## src/rtl/ras_ctrl.sv

```systemverilog
// ras_ctrl: fetch-side predecode and RAS request generation, in-flight
// return-target tracking, and EX-stage return verification driving the RAS
// correction bus and the front-end flush.
// Optional build macro RAS_CTRL_STAT_EN adds saturating counters for return
// checks and return mispredicts (stat_ret_o / stat_miss_o).
module ras_ctrl #(
  parameter int DEPTH   = 8,  // in-flight return-prediction entries, power of 2, >= 2
  parameter int RAS_LAT = 2   // pop request to valid ras_branch_addr_i, >= 1
) (
  input  logic        clk,
  input  logic        rst,
  input  logic        if_valid_i,
  input  logic [31:0] if_pc_i,
  input  logic [31:0] if_inst_i,
  input  logic        pipe_flush_i,
  output logic        ras_push_o,
  output logic        ras_pop_o,
  output logic [31:0] ras_push_addr_o,
  input  logic [31:0] ras_branch_addr_i,
  input  logic        ex_valid_i,
  input  logic [31:0] ex_pc_i,
  input  logic        ex_is_link_i,
  input  logic        ex_is_return_i,
  input  logic [31:0] ex_target_i,
  output logic [31:0] corr_addr_o,
  output logic        corr_link_flag_o,
  output logic        corr_return_flag_o,
  output logic        ras_flush_o,
  output logic [31:0] redirect_pc_o
`ifdef RAS_CTRL_STAT_EN
  ,
  output logic [31:0] stat_ret_o,
  output logic [31:0] stat_miss_o
`endif
);

  localparam int AW = $clog2(DEPTH);
  localparam int CW = AW + 1;

  // ---------------- predecode ----------------
  logic [5:0] op;
  logic [5:0] funct;
  logic [4:0] rs;
  logic       is_jal, is_jalr, is_jr, rs_ra;
  logic       push_raw, pop_raw, fe_ok;
  logic       unused_inst;

  assign op          = if_inst_i[31:26];
  assign funct       = if_inst_i[5:0];
  assign rs          = if_inst_i[25:21];
  assign unused_inst = ^if_inst_i[20:6];

  assign is_jal   = (op == 6'b000011);
  assign is_jalr  = (op == 6'b000000) && (funct == 6'b001001);
  assign is_jr    = (op == 6'b000000) && (funct == 6'b001000);
  assign rs_ra    = (rs == 5'd31);
  assign push_raw = is_jal || is_jalr;
  assign pop_raw  = (is_jr || is_jalr) && rs_ra;

  // Front-end requests are muted in reset, while the RAS is being flushed and
  // on an external pipeline flush (the fetched instruction is being killed).
  logic full, empty;
  assign fe_ok = rst && if_valid_i && !ras_flush_o && !pipe_flush_i;

  assign ras_push_o      = fe_ok && push_raw;
  // A full tracker cannot record the prediction, so the pop is not issued.
  assign ras_pop_o       = fe_ok && pop_raw && !full;
  assign ras_push_addr_o = ras_push_o ? (if_pc_i + 32'd8) : 32'd0;

  // ---------------- in-flight target FIFO ----------------
  logic [DEPTH-1:0][31:0]     tgt;
  logic [DEPTH-1:0]           tgt_vld;
  logic [AW-1:0]              wr_ptr, rd_ptr;
  logic [CW-1:0]              count;
  logic [RAS_LAT-1:0]         fill_vld;
  logic [RAS_LAT-1:0][AW-1:0] fill_idx;
  logic                       chk, deq, head_hit, miss, clr;
  logic                       miss_d1;
  logic [31:0]                miss_tgt_d1;

  assign full  = (count == CW'(DEPTH));
  assign empty = (count == '0);

  // Head must have its RAS target landed already; a fill arriving this very
  // cycle is not visible yet and so counts as a mispredict.
  assign chk      = ex_valid_i && ex_is_return_i;
  assign head_hit = !empty && tgt_vld[rd_ptr] && (tgt[rd_ptr] == ex_target_i);
  assign miss     = chk && !head_hit;
  assign deq      = chk && !empty;

  // Clearing on miss_d1 makes the tracker empty during the ras_flush_o cycle.
  assign clr = pipe_flush_i || miss_d1;

  // Allocation on pop, RAS-latency fill line, target landing and head dequeue.
  always_ff @(posedge clk) begin
    if (!rst || clr) begin
      wr_ptr   <= '0;
      rd_ptr   <= '0;
      count    <= '0;
      tgt_vld  <= '0;
      fill_vld <= '0;
    end else begin
      fill_vld[0] <= ras_pop_o;
      fill_idx[0] <= wr_ptr;
      for (int i = 1; i < RAS_LAT; i++) begin
        fill_vld[i] <= fill_vld[i-1];
        fill_idx[i] <= fill_idx[i-1];
      end
      if (fill_vld[RAS_LAT-1]) begin
        tgt[fill_idx[RAS_LAT-1]]     <= ras_branch_addr_i;
        tgt_vld[fill_idx[RAS_LAT-1]] <= 1'b1;
      end
      // Allocation after landing so a freshly reused slot starts invalid.
      if (ras_pop_o) begin
        tgt_vld[wr_ptr] <= 1'b0;
        wr_ptr          <= wr_ptr + AW'(1);
      end
      if (deq) rd_ptr <= rd_ptr + AW'(1);
      case ({ras_pop_o, deq})
        2'b10:   count <= count + CW'(1);
        2'b01:   count <= count - CW'(1);
        default: count <= count;
      endcase
    end
  end

  // ---------------- correction bus and flush ----------------
  // Correction pulses one cycle after resolution; flush follows one cycle
  // later so the RAS already holds the correction while it is flushed.
  always_ff @(posedge clk) begin
    if (!rst) begin
      corr_addr_o        <= '0;
      corr_link_flag_o   <= 1'b0;
      corr_return_flag_o <= 1'b0;
      miss_d1            <= 1'b0;
      miss_tgt_d1        <= '0;
      ras_flush_o        <= 1'b0;
      redirect_pc_o      <= '0;
    end else begin
      corr_link_flag_o   <= ex_valid_i && ex_is_link_i;
      corr_return_flag_o <= ex_valid_i && ex_is_return_i;
      corr_addr_o        <= (ex_valid_i && (ex_is_link_i || ex_is_return_i)) ? ex_pc_i : 32'd0;
      miss_d1            <= miss;
      miss_tgt_d1        <= ex_target_i;
      ras_flush_o        <= miss_d1;
      redirect_pc_o      <= miss_d1 ? miss_tgt_d1 : 32'd0;
    end
  end

`ifdef RAS_CTRL_STAT_EN
  // Saturating return-check and mispredict counters.
  always_ff @(posedge clk) begin
    if (!rst) begin
      stat_ret_o  <= '0;
      stat_miss_o <= '0;
    end else begin
      if (chk && (stat_ret_o != 32'hFFFF_FFFF))  stat_ret_o  <= stat_ret_o + 32'd1;
      if (miss && (stat_miss_o != 32'hFFFF_FFFF)) stat_miss_o <= stat_miss_o + 32'd1;
    end
  end
`endif

endmodule
```

## config.mk

```make
export PLATFORM = sky130hd
export DESIGN_NAME = ras_ctrl
export DESIGN_NICKNAME = d
export VERILOG_FILES = /design/src/rtl/ras_ctrl.sv
export SDC_FILE = /design/constraint.sdc
export NUM_CORES = 1
export LEC_CHECK = 0
export BUFFER_PORTS_ARGS = -buffer_cell sky130_fd_sc_hd__buf_2
export CELL_PAD_IN_SITES_DETAIL_PLACEMENT = 0
export CELL_PAD_IN_SITES_GLOBAL_PLACEMENT = 1
export CORE_ASPECT_RATIO = 0.7
export CORE_UTILIZATION = 30
export DETAILED_ROUTE_END_ITERATION = 16
export GPL_ROUTABILITY_DRIVEN = 0
export GPL_TIMING_DRIVEN = 0
export PLACE_DENSITY_LB_ADDON = 0.1
export REMOVE_ABC_BUFFERS = 1
export SLEW_MARGIN = 10
export SYNTH_ARGS = -nofsm -noshare
export SYNTH_HDL_FRONTEND = slang
export SYNTH_SLANG_ARGS = --single-unit
```

## constraint.sdc

```tcl
create_clock -name clk -period 6 [get_ports clk]
set_input_delay 0.6 -clock clk [delete_from_list [all_inputs] [get_ports clk]]
set_output_delay 0.6 -clock clk [all_outputs]
set_load 0.01 [all_outputs]
```

==> results.md <==
- Areal power density over the cells: 300.0 nW/um2
- Clock latency on the worst-skew pair: ~0.54 ns
- Worst Hold Endpoint: corr_addr_o[9]
- Post-synth EDFFs: around 260
- Required time reported for the critical path endpoint: 5.40 ns
- Overall die area: 49,420 um2
- Cell chain of the critical path: buf_2 -> nor4_1 -> nand3_1 -> o21ai_0 -> nand2_1 -> a21oi_1 -> buf_2
- Hold Path Depth: 2
- Final setup violation count: 0
- Count of final max-slew check failures: 0
- TritonRoute pass-1 iters: 4
- GRT Resource Usage Total: 14.48%
- Cts bufs inserted: 41
- Count of placed standard cells in the final layout, fillers left out: approximately 1,900
- Initial Util: between 30% and 40%
- Outcome: completed
- Total met3 wirelength after detailed routing: 1.732 mm
- Avg Cell Area, Syn: roughly 16 um2
- Core region area: 47,870 um2
- Nature of the critical path startpoint: input port
- Worst setup skew after layout: 0.01881 ns
- Max H-tree Level: 2
- Antenna Nets Post-Route: 0
- Worst Tran Pin Value: just under 1 ns
- Number of warnings printed during yosys synthesis: 0
- Max Freq: 0.2741 GHz
- Post-layout min period: 3.648 ns
- PostCTS Resize Cnt: 0
- Clk sinks: between 300 and 400
- Post-cts hold buffer count: 0
- Clock transition at path regs: 0.06 ns
- DR DRC count: 0
- Most common cell on crit path: sky130_fd_sc_hd__buf_2
- Average wire per cell in the routed design: 19.20 um
- Top-level port count: around 270
- Overall power: 5.464 mW
- Setup slack, reg-to-reg: 2.38 ns
- Critical Setup Path Class: input port to output port
- Area growth, synth to finish: 25.12%
- Type of element capturing the critical path: output port
- Cell count after placement: 1,783
- Antenna violations before repair: 3
- First-pass GRT wire length: 53.66 mm
- Largest family of logic cells by synthesized area: multiplexers
- Buffer depth of the longest clock path: 3
- Proportion of layout cells with a drive suffix above 1: 34.75%
- Worst path setup slack after routing: 2.352 ns
- Synthesized-area fraction occupied by ao, oa, aoi and oai cells: about 1.5%
- Fraction of the mapped netlist area in simple logic gates: 9.841%
- Xor/xnor cell area share of the yosys netlist: 3.730%
- Most frequently used cell type in the post-synthesis netlist: sky130_fd_sc_hd__edfxtp_1
- Final number of hold-violating endpoints: 0
- Post-synthesis adder-cell area fraction: 0.5157%
- Vias after detailed routing: 8,191
- HP Start: ex_pc_i[9]
- Post-synthesis register bit count: 382
- Slowest library cell on the worst path: sky130_fd_sc_hd__nand2_1
- Cell taking the most area after synthesis: sky130_fd_sc_hd__edfxtp_1
- Ranking of synthesized cells by area: sky130_fd_sc_hd__edfxtp_1, sky130_fd_sc_hd__dfxtp_1, sky130_fd_sc_hd__mux4_2
- Via count of the first global-routing pass: 8,277
- Pin count of the biggest net entering global routing: 70
- Proportion of synthesized flip-flops having asynchronous set or reset: 0%
- Grt ovf: 0
- Max IR drop VDD: 0.1482 mV
- Hpwl dp: about 24 mm
- Top-area cell type share of the netlist area: between 50% and 60%
- Highest metal layer with signal wires: met5
- CP arrival: 3.05 ns
- Post-synth top flop: sky130_fd_sc_hd__edfxtp_1
- Setup repair after global routing missed its margin: false
- Headroom to the max-slew limit: 35.38%
- Die height: 186.3 um
- Std cell rows: 67
- Post-Place Setup Slack: 1.407 ns
- Max FO, Critical Path: 29
- Tightest Hold Check Type: input port to flop
- Layout filler cell count: 4,521
- Horizontal die dimension: approximately 270 um
- Startpoint of the most critical register-to-register path: rd_ptr[1]
- CTS Root Buffer Type: sky130_fd_sc_hd__clkbuf_16
- Sequential share of the synthesized area: between 70% and 80%
- Reported max-cap violation count: 0
- Number of port buffers: 252
- Wirelength, routed: 35.70 mm
- TritonCTS clock tree: done
- Reg-to-reg critical path endpoint: miss_d1
- Post-synthesis mux area share: 12.30%
- Count of buffers added by post-CTS timing repair for setup: 0
- Routed length on met2: 16.94 mm
- Most frequent cells after synthesis: sky130_fd_sc_hd__edfxtp_1, sky130_fd_sc_hd__dfxtp_1, sky130_fd_sc_hd__mux4_2
- Iteration-0 DRC Markers: approximately 380
- Routed metal-1 wirelength: around 16 mm
- Leakage power summed over all cells: 6.649 nW
- Final #Nets: 1,344
- Delay contributed by the slowest stage of the critical path: 0.69 ns
- R2R cell count: 9
- Count of unique library cells instantiated by Yosys: 45
- Fraction of the cycle the final worst path needs: roughly 61%
- Netlist area before placement: 14,560 um2
- Synth Instances: slightly below 900
- Post-detailed-route via-to-cell ratio: 4.406
## worst max-delay path by stage
stage          slack, ns                  end           from
2_1_floorplan       1.72              miss_d1      rd_ptr[1]
3_3_place_gp       -2.03              tgt[73]            rst
3_5_place_dp        1.41             count[2]            rst
4_1_cts             1.95             count[2]            rst
5_1_grt             2.00  ras_push_addr_o[30]  if_inst_i[29]
6_report            2.35  ras_push_addr_o[30]  if_inst_i[29]
## final cells by class
cell class	count	area (um2)	area share [%]
diodes	1	2.502	0.01374
clock buffers	54	1146	6.292
clock inverters	21	172.7	0.9479
inverters	6	22.52	0.1236
multi-input cells	460	4110	22.56
flip-flops and latches	382	10280	56.45
well taps	655	819.5	4.499
repair buffers	280	1659	9.108
## worst max-delay path: cells and delay by family
kind / cells / cell delay, ns
and+or+nand+nor: 3 / 1.33
AOI/OAI and AO/OA: 2 / 0.82
buffers and inverters: 2 / 0.29
## cells by family (layout without fill, tap and decap cells)
logic type	count (synthesis)	after routing
adder cells (fa/ha/maj)	6	6
flip-flops	382	382
AO/OA/AOI/OAI	38	38
XOR/XNOR	62	62
multiplexers	99	99
other	0	1
buffers and inverters	49	361
AND/OR/NAND/NOR	255	255
## power by group
group | internal (mW) | switching, mW | total [mW]
combinational | 0.0719 | 0.0949 | 0.167
sequential | 2.83 | 0.00736 | 2.84
clock | 1.43 | 1.02 | 2.46
total | 4.34 | 1.12 | 5.46
## stage by stage
step           area, um2  utilization (%)  TNS (ns)  hold slack [ns]
2_1_floorplan      14350                -         0           0.4003
3_3_place_gp       16430            34.32   -352.29           0.4079
3_5_place_dp       16890            35.29         0           0.4072
4_1_cts            18210            38.04         0           0.2387
5_1_grt            18220            38.05         0           0.2411
6_report           18220            38.05         0           0.2711
## layer usage
layer | GRT usage (%) | up-vias
met5 | 0 | -
li1 | - | 3924
met4 | 3.602 | 4
met3 | 2.916 | 57
met2 | 23.67 | 165
met1 | 19.69 | 4041
## sequential cells by signal (all words and copies together) (netlist names)
name,cells
corr_return_flag_o,1
redirect_pc_o,32
ras_flush_o,1
corr_link_flag_o,1
fill_vld,2
tgt_vld,8
fill_idx,6
count,4
rd_ptr,3
wr_ptr,3
tgt,256
miss_d1,1
corr_addr_o,32
miss_tgt_d1,32
## cell usage in the layout, fill, tap and decap left out, types with 4 or more instances in the layout
| master | count |
|---|---|
| sky130_fd_sc_hd__edfxtp_1 | 262 |
| sky130_fd_sc_hd__buf_2 | 251 |
| sky130_fd_sc_hd__dfxtp_1 | 116 |
| sky130_fd_sc_hd__mux4_2 | 56 |
| sky130_fd_sc_hd__nor2_1 | 46 |
| sky130_fd_sc_hd__and3_1 | 43 |
| sky130_fd_sc_hd__clkbuf_16 | 42 |
| sky130_fd_sc_hd__xor2_1 | 41 |
| sky130_fd_sc_hd__nor2b_1 | 40 |
| sky130_fd_sc_hd__mux2i_1 | 36 |
| sky130_fd_sc_hd__and2_1 | 35 |
| sky130_fd_sc_hd__xnor2_1 | 21 |
| sky130_fd_sc_hd__nand2_1 | 20 |
| sky130_fd_sc_hd__a21oi_1 | 19 |
| sky130_fd_sc_hd__nand3_1 | 16 |
| sky130_fd_sc_hd__nand4_1 | 12 |
| sky130_fd_sc_hd__o21ai_0 | 11 |
| sky130_fd_sc_hd__buf_4 | 11 |
| sky130_fd_sc_hd__buf_6 | 8 |
| sky130_fd_sc_hd__clkinv_2 | 7 |
| sky130_fd_sc_hd__clkbuf_1 | 7 |
| sky130_fd_sc_hd__inv_1 | 6 |
| sky130_fd_sc_hd__mux4_1 | 6 |
| sky130_fd_sc_hd__ha_1 | 6 |
| sky130_fd_sc_hd__clkinv_1 | 6 |
| sky130_fd_sc_hd__buf_12 | 6 |
| sky130_fd_sc_hd__nor4_1 | 5 |
| sky130_fd_sc_hd__nor2_4 | 5 |
| sky130_fd_sc_hd__or3_1 | 5 |
| sky130_fd_sc_hd__nand2b_1 | 5 |
| sky130_fd_sc_hd__clkbuf_8 | 5 |
| sky130_fd_sc_hd__nor3_2 | 4 |
| sky130_fd_sc_hd__clkinvlp_4 | 4 |
| sky130_fd_sc_hd__buf_16 | 4 |
No activity file was read; power rests on OpenSTA's default activity.
